$ cat src/rtl/imem_boot_loader.sv
`default_nettype none
// ============================================================================
// Module   : imem_boot_loader
// Brief    : Receives a count-prefixed big-endian byte stream, writes it into
//            instruction memory, then releases the processor from reset.
// Revision : 1.0 - initial release
// ============================================================================
module imem_boot_loader #(
    parameter int ADDR_W = 4
) (
    input  logic              clk,
    input  logic              reset,
    input  logic [7:0]        rx_data,
    input  logic              rx_valid,
    output logic              rx_ready,
    input  logic              reload,
    output logic              imem_we,
    output logic [ADDR_W-1:0] imem_addr,
    output logic [15:0]       imem_wdata,
    output logic              cpu_reset,
    output logic              load_done,
    output logic              load_error
);

    localparam logic [2:0]  c_CNT_HI = 3'd0;
    localparam logic [2:0]  c_CNT_LO = 3'd1;
    localparam logic [2:0]  c_DAT_HI = 3'd2;
    localparam logic [2:0]  c_DAT_LO = 3'd3;
    localparam logic [2:0]  c_WRITE  = 3'd4;
    localparam logic [2:0]  c_RUN    = 3'd5;
    localparam logic [2:0]  c_ERROR  = 3'd6;

    localparam logic [16:0] c_DEPTH  = 17'(2 ** ADDR_W);

    logic [2:0]        r_state;
    logic [2:0]        w_state_nxt;
    logic [15:0]       r_count;
    logic [ADDR_W-1:0] r_index;
    logic [15:0]       r_wdata;
    logic              r_imem_we;
    logic              r_cpu_reset;
    logic              r_load_done;
    logic              r_load_error;

    logic              w_rx_ready;
    logic              w_accept;
    logic [15:0]       w_count_full;
    logic              w_last;

    assign w_rx_ready   = (r_state == c_CNT_HI) || (r_state == c_CNT_LO) ||
                          (r_state == c_DAT_HI) || (r_state == c_DAT_LO);
    assign w_accept     = rx_valid & w_rx_ready;
    assign w_count_full = {r_count[15:8], rx_data};
    // Word index is zero-extended; the count never exceeds DEPTH so this is exact.
    assign w_last       = ((16'(r_index) + 16'd1) == r_count);

    always_comb begin
        w_state_nxt = r_state;
        case (r_state)
            c_CNT_HI: if (w_accept) w_state_nxt = c_CNT_LO;
            c_CNT_LO: begin
                if (w_accept) begin
                    if (w_count_full == 16'd0)
                        w_state_nxt = c_RUN;
                    else if ({1'b0, w_count_full} > c_DEPTH)
                        w_state_nxt = c_ERROR;
                    else
                        w_state_nxt = c_DAT_HI;
                end
            end
            c_DAT_HI: if (w_accept) w_state_nxt = c_DAT_LO;
            c_DAT_LO: if (w_accept) w_state_nxt = c_WRITE;
            c_WRITE:  w_state_nxt = w_last ? c_RUN : c_DAT_HI;
            c_RUN:    w_state_nxt = c_RUN;
            c_ERROR:  w_state_nxt = c_ERROR;
            default:  w_state_nxt = c_CNT_HI;
        endcase
        if (reload)
            w_state_nxt = c_CNT_HI;
    end

    always_ff @(posedge clk or posedge reset) begin
        if (reset) begin
            r_state      <= c_CNT_HI;
            r_count      <= 16'd0;
            r_index      <= '0;
            r_wdata      <= 16'd0;
            r_imem_we    <= 1'b0;
            r_cpu_reset  <= 1'b1;
            r_load_done  <= 1'b0;
            r_load_error <= 1'b0;
        end else begin
            r_state      <= w_state_nxt;
            r_cpu_reset  <= (w_state_nxt != c_RUN);
            r_load_done  <= (w_state_nxt == c_RUN);
            r_load_error <= (w_state_nxt == c_ERROR);
            // A low data byte arriving together with reload is discarded, so no write.
            r_imem_we    <= (r_state == c_DAT_LO) && w_accept && !reload;
            if (reload) begin
                r_count <= 16'd0;
                r_index <= '0;
            end else begin
                case (r_state)
                    c_CNT_HI: if (w_accept) r_count[15:8] <= rx_data;
                    c_CNT_LO: if (w_accept) r_count[7:0]  <= rx_data;
                    c_DAT_HI: if (w_accept) r_wdata[15:8] <= rx_data;
                    c_DAT_LO: if (w_accept) r_wdata[7:0]  <= rx_data;
                    // Holding the index on the final word keeps the address from wrapping.
                    c_WRITE:  if (!w_last)  r_index       <= r_index + 1'b1;
                    default: ;
                endcase
            end
        end
    end

    assign rx_ready   = w_rx_ready;
    assign imem_we    = r_imem_we;
    assign imem_addr  = r_index;
    assign imem_wdata = r_wdata;
    assign cpu_reset  = r_cpu_reset;
    assign load_done  = r_load_done;
    assign load_error = r_load_error;

endmodule
`default_nettype wire

$ cat config.mk
export PLATFORM = sky130hd
export DESIGN_NAME = imem_boot_loader
export DESIGN_NICKNAME = d
export VERILOG_FILES = /design/src/rtl/imem_boot_loader.sv
export SDC_FILE = /design/constraint.sdc
export NUM_CORES = 1
export LEC_CHECK = 0
export BUFFER_PORTS_ARGS = -buffer_cell sky130_fd_sc_hd__clkbuf_2
export CAP_MARGIN = 5
export CORE_ASPECT_RATIO = 0.6
export CORE_MARGIN = 2
export CORE_UTILIZATION = 35
export DETAILED_ROUTE_END_ITERATION = 7
export MAX_ROUTING_LAYER = met4
export PLACE_DENSITY_LB_ADDON = 0.08
export RECOVER_POWER = 25
export REMOVE_ABC_BUFFERS = 1
export SETUP_SLACK_MARGIN = 0.4
export SLEW_MARGIN = 40
export SYNTH_ARGS = -nofsm -noshare
export SYNTH_HDL_FRONTEND = slang
export SYNTH_SLANG_ARGS = --single-unit
$ cat constraint.sdc
create_clock -name clk -period 2 [get_ports clk]
set_clock_uncertainty 0.1 [all_clocks]
set_input_delay 0.2 -clock clk [delete_from_list [all_inputs] [get_ports clk]]
set_output_delay 0.2 -clock clk [all_outputs]
set_load 0.02 [all_outputs]
After elaboration in Yosys (flattened, before gate mapping)
Cells that the tools add are included.
{"block": "totals", "reg_bits": 43, "input_bits": 12, "out_inout_bits": 25, "elab_cells": 59}
{"block": "classes", "n_addsub": 2, "n_lt_le_gt_ge": 1, "eq_ne": 11, "muxes": 16, "bitwise": 2, "reduce_logical": 17}
{"op": "$mux W3", "count": 8}
{"op": "$mux W8", "count": 3}
{"op": "$pmux W3 S7", "count": 1}
{"op": "$eq A5 B16 Y1", "count": 1}
{"op": "$gt A16 B5 Y1 const B", "count": 1}
{"op": "$logic_not A16 Y1", "count": 1}
{"op": "$mux W16", "count": 1}
{"op": "$eq A3 B3 Y1 const B", "count": 5}
{"op": "$mux W4", "count": 3}
{"op": "$reduce_bool A2 Y1", "count": 4}
{"op": "$eq A3 B2 Y1 const B", "count": 2}
{"op": "$reduce_and A2 Y1", "count": 3}
{"op": "$reduce_and A3 Y1", "count": 2}
{"op": "$add A4 B1 Y5 const B", "count": 1}
{"op": "$add A4 B1 Y4 const B", "count": 1}
{"op": "$eq A3 B1 Y1 const B", "count": 1}
{"op": "$logic_not A3 Y1", "count": 1}
{"op": "$logic_or A1 B1 Y1", "count": 3}
{"op": "$ne A3 B3 Y1 const B", "count": 1}
{"op": "$logic_and A1 B1 Y1", "count": 2}
{"op": "$ne A2 B2 Y1 const B", "count": 1}
{"op": "$and A1 B1 Y1", "count": 1}
{"op": "$logic_not A1 Y1", "count": 1}
{"op": "$not A1 Y1", "count": 1}

Longest topological paths before layout
Gate-level depths: netlist of run 1.
{"block": "depth", "depth_word": 9, "ltp_mapped": 6, "ltp_nobuf": 6}

Worst setup path before layout of run 1
OpenSTA, ideal clock, no wires.
{"block": "synth_timing", "path_kind": "register to register", "start": "reg r_index[2] (netlist: imem_addr[2])", "end": "reg r_cpu_reset (netlist: cpu_reset)", "setup_ps": 78, "arrival_time_ps": 2101, "required_time_ps": 1822, "setup_slack_ps": -279, "path_stages_with_launch": 7, "n_path_buf": 1, "cell_sequence": "dfrtp_1 > buf_4 > or3b_1 > a211o_1 > a211o_2 > or3_4 > a31o_1"}
{"block": "synth_via", "elab_chain_cells": 6}
{"element": "start, declared", "line_no": "38", "text": "logic [ADDR_W-1:0] r_index;"}
{"element": "start signal, assigned", "line_no": "109", "text": "c_WRITE: if (!w_last) r_index <= r_index + 1'b1;"}
{"element": "$add A4 B1 Y5", "line_no": "55", "text": "assign w_last = ((16'(r_index) + 16'd1) == r_count);"}
{"element": "$eq A5 B16 Y1", "line_no": "55"}
{"element": "$mux W3", "line_no": "73", "text": "c_WRITE: w_state_nxt = w_last ? c_RUN : c_DAT_HI;"}
{"element": "$pmux W3 S7", "line_no": "59", "text": "case (r_state)"}
{"element": "$mux W3", "line_no": "78", "text": "if (reload)"}
{"element": "$ne A3 B3 Y1", "line_no": "94", "text": "r_cpu_reset <= (w_state_nxt != c_RUN);"}
{"element": "end signal, assigned", "line_no": "94"}
{"element": "end, declared", "line_no": "41", "text": "logic r_cpu_reset;"}
Every way passes these cells.
A chain may end at the register's enable or synchronous reset.

Worst setup path after layout of run 1
{"block": "layout_timing", "start": "reg r_index[3] (netlist: imem_addr[3])", "end": "reg r_cpu_reset (netlist: cpu_reset)"}
The elaborated chain is that of the path after synthesis.

==> results of run 1 <==
cell usage in the layout (no fill, tap or decap), types with 6 or more instances in the layout:
cell type,synthesis,layout
dfrtp_1,42,42
nand2_1,42,40
clkbuf_2,0,37
buf_4,1,30
a21oi_1,20,19
mux2_4,0,16
nand3_1,9,7
nor3_1,7,6
clkbuf_8,0,6
cells by family after synthesis:
group / Yosys count
AND/OR/NAND/NOR: 83
flip-flops: 43
AO/OA/AOI/OAI: 39
multiplexers: 16
buffers and inverters: 13
XOR/XNOR: 5
adder cells (fa/ha/maj): 1
worst max-delay path, delay by kind of cell, from the launching register on:
family | cells | cell delay, ns
compound gates | 3 | 0.84
flops | 1 | 0.37
simple gates | 2 | 0.79
synth_stat cells, types with 2 or more instances:
cell type	n	share of area
clkbuf_1	8	0.015
and3_1	2	0.0062
inv_1	3	0.0056
or3_1	2	0.0062
o211ai_1	3	0.011
o21ai_0	4	0.0099
nand3b_1	2	0.0075
mux2_2	16	0.089
nor2_1	4	0.0075
nor3_1	7	0.017
or4_1	2	0.0075
a31oi_1	2	0.0062
nor3b_1	2	0.0075
a21oi_1	20	0.050
o311ai_0	2	0.0087
dfrtp_1	42	0.52
nor2b_1	2	0.0062
nand2_1	42	0.078
xnor2_1	2	0.0087
xor2_1	3	0.013
nor4_1	3	0.0093
nand3_1	9	0.022
metrics by stage:
step / instances / area (um2)
after global placement: 331 / 2450
after CTS: 344 / 2670
after floorplan: 191 / 1980
after global routing: 350 / 2840
final: 350 / 2840
after detailed placement: 331 / 2450
metal layers:
metal  share of wire  vias to the layer above
met5               0                        -
met4           0.014                        0
li1                -                      849
met1            0.53                      870
met3           0.044                        9
met2            0.41                       31
where the power goes:
group          leakage [nW]  switching [mW]  internal, mW
combinational         0.697           0.284         0.244
sequential            0.577          0.0562         0.967
clock                0.0470           0.297         0.271
area by class of cell:
type                    instances  share of cell area
repair buffers                 72               0.170
clock inverters                 1             0.00176
well taps                      80              0.0352
multi-input cells             144               0.380
clock buffers                   6              0.0290
flip-flops and latches         43               0.379
inverters                       4             0.00528
flip-flops by register name (all words and copies together), names as in the netlist:
register and cells:
imem_we 1, imem_addr 4, load_done 1, r_count 16, r_state 3, cpu_reset 1, load_error 1, imem_wdata 16
repair_timing:
action,CTS,global route
gates resized for setup,21,32
hold endpoints to repair,42,0
pin swaps,2,11
cloned,1,0
endpoints found under the setup margin,26,42
hold buffers,1,0
setup buffers,4,6
worst max path at each step:
stage	start	slack, ns	cells after the start	end
2_1_floorplan	r_state[2]$_DFF_PP0_	-0.38	4	imem_wdata[0]$_DFFE_PP0P_
3_3_place_gp	imem_addr[2]$_DFFE_PP0P_	-0.12	5	cpu_reset$_DFF_PP1_
3_5_place_dp	imem_addr[2]$_DFFE_PP0P_	-0.14	5	cpu_reset$_DFF_PP1_
4_1_cts	imem_addr[3]$_DFFE_PP0P_	-0.12	5	cpu_reset$_DFF_PP1_
5_1_grt	imem_addr[3]$_DFFE_PP0P_	-0.22	5	imem_addr[0]$_DFFE_PP0P_
6_report	imem_addr[3]$_DFFE_PP0P_	-0.17	5	cpu_reset$_DFF_PP1_
==> reports/summary.md, run 1 <==
Setup violations remaining at the end of the flow were counted as 7. Dominant register cell in the synthesized netlist: dfrtp_1. The via count of the first global-routing pass came out at 1750. The logs give 0.510 for the utilization of the core after routing and 0.00557 mm2 for the area of the core region. The number of top-level pins was 37. Hold timing on the final database bottoms out at a slack of 0.0834 ns.

The post-synthesis to final-layout area growth was 41.2%; the detailed-placement wirelength estimate was 3.67 mm. For the pin with the worst max-slew slack, the measured transition is 0.927 ns. The tools report the first-iteration detailed-routing DRC count as 93.

The total via count after detailed routing is 1759, and the gate count after technology mapping is 200. The worst hold path terminates at r_count[6]$_DFFE_PP0P_. Global-route usage over all layers: 0.187.

Share of async-settable or async-resettable flops after synthesis: 1.00. Counting every sink on the clock net gives 43. Setup repair after global routing could not meet its margin everywhere. The fraction of layout cells with a size suffix above 1 was 0.441; the critical path data required time was 2.14 ns. The largest driver fanout on the critical path works out to 5. The number of cells on the worst reg-to-reg path is 5.

At the worst endpoint, the arrival time is 2.31 ns. The area share of fa/ha/maj cells after synthesis came out at 0.00622. The run gives 0.361 as the initial cell density of the core. The floorplan step defined a die boundary enclosing 0.00639 mm2.

The global-route track usage on met3 came out at 0.0425. The main combinational cell family by area after synthesis was simple AND/OR/NAND/NOR gates. For the standby leakage power, the log shows 1.32 nW. The logs give 40 for the post-synthesis cell type count and 0.535 for the share of the yosys chip area belonging to registers.

After floorplanning, the core was divided into 21 placement rows. Yosys mapped a number of flops with a built-in enable equal to 0. The synthesized design contains 43 register bits. Startpoint type of the worst setup path: a register. The critical path goes through or3b_1, a211o_1, a211o_4, or3_4, a31o_1. For the final setup slack of the worst path, the log shows -0.165 ns.

Derived from the worst setup path, the maximum achievable clock frequency is 462 MHz. The synthesized-area fraction occupied by and/or/nand/nor cells is 0.202. The final routed wire length divided by cell count was 15.6 um.

The die is 102 um wide. The initial antenna violation count is 0. Before CTS, the worst setup slack after placement is -0.141 ns. Global routing finished with a remaining overflow of 0. The met2 capacity usage during global routing is 0.248.

For this run, the post-layout net count is 283. No sink is reached through more buffers than the 2 on the longest clock path. The tools report the post-synthesis instance area as 0.00201 mm2. STA classifies the critical path endpoint as a register.

Dividing total power by cell area gives a power density of 746 mW/mm2. The run gives 0 as the number of nets with antenna violations after detailed routing. The run finished, with violations left.

For the DRC violations left, the log shows 0. met1 is the most crowded layer. The relative slew slack came out at 0.382. The mean number of vias per cell is 5.03, and the area taken by flip-flops and latches is 0.00108 mm2. Buffer cell driving the clock tree root: clkbuf_8. The cell with the biggest individual delay on the critical path is or3_4. The worst IR drop on VDD is 0.000357 V. The number of max-slew violations in the final report was 0; the post-synthesis mux area share was 0.0895. The final-report hold violation count was 0.

TritonCTS built the clock tree. The complex-gate fraction of the synthesized area came out at 0.119. The tools report the latest clock arrival within the worst-skew pair as 0.30 ns.

Worst reg2reg path startpoint: imem_addr[3]$_DFFE_PP0P_. At the end of routability-driven placement, the weighted congestion stood at 0.723. The portion of the clock cycle consumed by the worst path in the final layout works out to 1.08. The height of the die was 62.7 um.

The first detailed-routing pass took 4 iterations. Summing all multi-input logic gate instances after layout gives 0.00108 mm2. The first-pass GRT wire length was 8.98 mm; the number of port buffers was 36. Total inserted antenna cells: 0.

The startpoint of the worst hold path is rx_data[6]. The total power consumption of the routed design was 2.12 mW. The class of the most critical hold timing path was in2reg.

The checks that failed: negative setup slack. Number of warnings printed during yosys synthesis: 0. Entering global routing, the biggest net connects 37 pins.

For flop-to-flop paths, the worst setup slack is -0.17 ns. The H-tree generated during clock tree synthesis spans 2 levels. The hold path depth works out to 3. The setup path with the least slack is of type reg2reg. The clock-pin slew on the worst setup and hold paths works out to 0.09 ns.

Final-layout fill cell count: 536. The run gives 5 as the number of buffers inserted during clock tree synthesis. Setup total negative slack on the finished layout was measured at -0.746 ns. Wires add up to 5.46 mm.

The largest single stage delay on the critical path is 0.43 ns. The xor/xnor share of the synthesized area works out to 0.0218. The shortest clock period the worst path allows after layout is 2.17 ns, and the number of max-capacitance violations reported is 0. The met1 usage is 0.286.

The capture instance of the worst register-to-register path was cpu_reset$_DFF_PP1_. Averaged over all synthesized cells, the footprint is 10.1 um2.
No activity file was read; power rests on OpenSTA's default activity.
==> inputs of run 2 (changes only) <==
--- a/config.mk
+++ b/config.mk
@@ -5,12 +5,14 @@
 export SDC_FILE = /design/constraint.sdc
 export NUM_CORES = 1
 export LEC_CHECK = 0
+export ABC_AREA = 1
 export BUFFER_PORTS_ARGS = -buffer_cell sky130_fd_sc_hd__clkbuf_2
 export CAP_MARGIN = 5
 export CORE_ASPECT_RATIO = 0.6
 export CORE_MARGIN = 2
 export CORE_UTILIZATION = 35
 export DETAILED_ROUTE_END_ITERATION = 7
+export HOLD_SLACK_MARGIN = 0.08
 export MAX_ROUTING_LAYER = met4
 export PLACE_DENSITY_LB_ADDON = 0.08
 export RECOVER_POWER = 25
==> reports/summary.md, run 2 <==
The tools report the relative slew slack as 0.621 (+0.239). The tightest min-delay check is of the in2reg type. The standby leakage power is 1.33 nW (+0.30%). The tools report the post-route setup TNS as 0 ns (+0.746 ns). For the area of the core region, the log shows 0.00565 mm2 (+1.4%). The final-report hold violation count was 0 (unchanged); the complex-gate fraction of the synthesized area was 0.0585 (-0.0608). The hold path depth is 3 (unchanged), and the number of warnings printed during yosys synthesis is 0 (unchanged). The clock-pin slew on the worst setup and hold paths was 0.08 ns (about the same). The dominant register cell in the synthesized netlist was dfrtp_1. STA classifies the critical path startpoint as a register.

The final hold slack is 0.0847 ns (+0.00132 ns), and the instance area after placement is 0.00238 mm2 (-2.9%). The utilization of the core after routing is 0.470 (-0.0399), and the post-synthesis mux area share is 0.109 (+0.0191). The worst setup path is of the reg2reg kind.

The portion of the clock cycle consumed by the worst path in the final layout works out to 0.839 (-0.243). After synthesis, the largest family of logic cells by area is simple AND/OR/NAND/NOR gates. The tools report the number of nets with antenna violations after detailed routing as 0 (unchanged).

DRC violations left: 0 (unchanged). The share of async-settable or async-resettable flops after synthesis was 1.00 (unchanged); the number of buffers and inverters on the critical path was 0 (unchanged). The actual transition at the worst max-transition pin is 0.569 ns (-0.358 ns).

In the post-synthesis netlist, the biggest area contributors are dfrtp_1 51%, mux2_2 11%, nand2_1 8.1%. The logs give 230 (+15%) for the gate count after technology mapping and 0 (unchanged) for the total congestion overflow. The tree is rooted in a clkbuf_8. For the post-synthesis cell type count, the log shows 22 (-45%). The largest buffer count on any clock path was 2 (unchanged); the critical path depth in cells was 9 (+4).

The run gives 0.520 (-0.0155) as the share of the yosys chip area belonging to registers. The critical path data required time came out at 2.09 ns (-0.05 ns). The tools report the total number of nets in the final design as 298 (+5.3%). The number of max-capacitance violations reported is 0 (unchanged), and the height of the die is 63.6 um (+1.4%). The tools report the total wirelength of the detailed-routed design as 4.86 mm (-11%). The biggest area contributor in the post-synthesis netlist is dfrtp_1.

The mean number of vias per cell was 4.58 (-8.8%). The number of buffers inserted during clock tree synthesis was 5 (unchanged); the synthesized-area fraction occupied by and/or/nand/nor cells was 0.238 (+0.0358). For the last weighted congestion value of the routability-driven placer, the log shows 0.776 (+7.4%). The total via count after detailed routing is 1677 (-4.7%), and the shortest clock period the worst path allows after layout is 1.68 ns (-0.487 ns). The run gives 3.54 mm (-3.7%) as the detailed-placement wirelength estimate. The final setup violation count came out at 0 (-7).

The tools report the number of max-slew violations in the final report as 0 (unchanged). The global-route usage over all layers came out at 0.172 (-0.0152). Worst reg2reg path startpoint: imem_addr[0]$_DFFE_PP0P_. The post-layout instance area came out at 0.00266 mm2 (-6.5%). The number of enable-type register cells in the synthesized netlist is 0 (unchanged), and the critical path data arrival time is 1.77 ns (-0.54 ns). The run gives 8.36 mm (-6.8%) as the first-pass GRT wire length.

The pin count of the biggest net entering global routing is 44 (+19%). The first-iteration detailed-routing DRC count came out at 46 (-51%). Largest delay contributor family on the critical path: simple AND/OR/NAND/NOR gates. For the post-synthesis instance area, the log shows 0.00207 mm2 (+3.0%). The tools report the via count of the first global-routing pass as 1742 (-0.46%). Leaving out fill and tap cells, the most frequent cell in the layout is dfrtp_1. The latest clock arrival within the worst-skew pair is 0.29 ns (about the same). The run gives 0 (unchanged) as the initial antenna violation count. The hold path endpoint is imem_wdata[8]$_DFFE_PP0P_.

The die area is 0.00658 mm2 (+2.8%), and the register-to-register path setup slack is 0.32 ns (+0.49 ns). The startpoint of the worst hold path is rx_data[0]. The run gives 0 (unchanged) as the total inserted antenna cells. The xor/xnor share of the synthesized area is 0.00422 (-0.0175). Setup repair after global routing could not meet its margin everywhere.

For the achievable clock frequency, the log shows 596 MHz (+29%). The cell that appears most often on the critical path is nand3_2. The iteration count of the initial detailed-routing pass was 4 (unchanged). The run gives 37 (unchanged) as the number of top-level pins. Capture instance of the worst register-to-register path: imem_addr[0]$_DFFE_PP0P_.

The area share of the largest cell type after synthesis is 0.507 (-0.0151), and the final routed wire length divided by cell count is 13.3 um (-15%). The power per standard cell area is 881 mW/mm2 (+18%). The number of port buffers is 36 (unchanged), and the number of cells traversed by the worst register-to-register path is 9 (+4). The largest driver fanout on the critical path works out to 6 (+1). Post-synthesis to final-layout area growth: 28.2%. The signal on the critical path passes through ha_4, xnor2_2, nand3_2, nor2_4, nand3_2, nand2_4, nand2_2, nand3_1, nand2_1. The commonest cells after synthesis are 45 x nand2_1, 42 x dfrtp_1, 29 x inv_1. TritonCTS built the clock tree.

The worst setup path is captured at a register. Leaving out fill and tap cells, the most frequent cells in the layout are 41 x dfrtp_1, 39 x nand2_1, 27 x inv_1, 27 x clkbuf_2, 25 x nor2_1. Synthesized area per cell: 9.01 um2 (-10%).

Cell row count: 21 (unchanged). The run gives 2 (unchanged) as the number of H-tree branching levels. The worst IR drop on VDD was 0.000377 V (+5.7%).

The number of register bits inferred by synthesis was 43 (unchanged). The most frequently used cell type in the post-synthesis netlist was nand2_1. The number of clock sinks seen by CTS is 43 (unchanged), and the delay contributed by the slowest stage of the critical path is 0.43 ns (about the same). The run finished with clean final reports. The width of the die was 103 um (+1.4%). The area share of fa/ha/maj cells after synthesis was 0.00604 (-0.000180); the initial cell density of the core was 0.367 (+0.00559). For this design, the slowest cell found on the critical path is dfrtp_1. The fraction of layout cells with a size suffix above 1 came out at 0.364 (-0.0771).
-- run 2: repair_timing --
| item | in CTS | in global routing |
|---|---|---|
| hold endpoints to repair | 46 | 0 |
| hold buffers | 5 | 0 |
| resized for setup | 3 | 23 |
| gates cloned | 0 | 1 |
| buffers inserted | 2 | 1 |
| endpoints found under the setup margin | 30 | 31 |
| pin swaps | 3 | 12 |
-- run 2: per-stage QoR --
step                      total power [mW]  setup WS, ns  std cells
final                                 2.34         0.321        366
after global routing                  2.49         0.219        366
after CTS                             2.32         0.284        364
after detailed placement              1.69         0.218        349
after global placement                1.68         0.243        349
after floorplan                       1.48         0.235        228
-- run 2: cells by family (layout without fill, tap and decap cells) --
logic type | count (synthesis) | in the layout
adder cells (fa/ha/maj) | 1 | 1
XOR/XNOR | 1 | 1
buffers and inverters | 36 | 91
AO/OA/AOI/OAI | 22 | 22
multiplexers | 20 | 20
flip-flops | 43 | 43
AND/OR/NAND/NOR | 107 | 108
-- run 2: worst max path at each step --
stage,from,end,slack (ns)
detailed placement,imem_addr[1]$_DFFE_PP0P_,load_error$_DFF_PP0_,0.22
global route,imem_addr[0]$_DFFE_PP0P_,imem_addr[0]$_DFFE_PP0P_,0.22
finish,imem_addr[0]$_DFFE_PP0P_,imem_addr[0]$_DFFE_PP0P_,0.32
CTS,imem_addr[0]$_DFFE_PP0P_,imem_addr[0]$_DFFE_PP0P_,0.28
global placement,imem_addr[1]$_DFFE_PP0P_,load_error$_DFF_PP0_,0.24
floorplan,imem_addr[0]$_DFFE_PP0P_,imem_addr[0]$_DFFE_PP0P_,0.24
-- run 2: cell type report --
cell class	count	area [um2]
sequential	43	1080
inverter	34	128
tap	80	100
clock buffer	8	100
fill	598	2990
multi-input combinational	152	968
timing repair buffer	49	283
-- run 2: layer usage --
metal,global-route usage,up-vias,routed length [um]
met5,-,-,0
met4,0.0493,0,49
met3,0.0366,7,200
met2,0.216,30,1880
met1,0.270,797,2740
li1,-,843,-
-- run 2: tightest hold or removal path, stage by stage --
cell,delay [ns]
clkbuf_2,0.09
inv_1,0.06
o21ai_0,0.08
-- run 2: where the power goes --
group	internal, mW	total [mW]	switching (mW)	leakage (nW)
sequential	1.01	1.09	0.0822	0.567
clock	0.316	0.620	0.305	0.0515
combinational	0.238	0.632	0.394	0.707
total	1.56	2.34	0.781	1.33
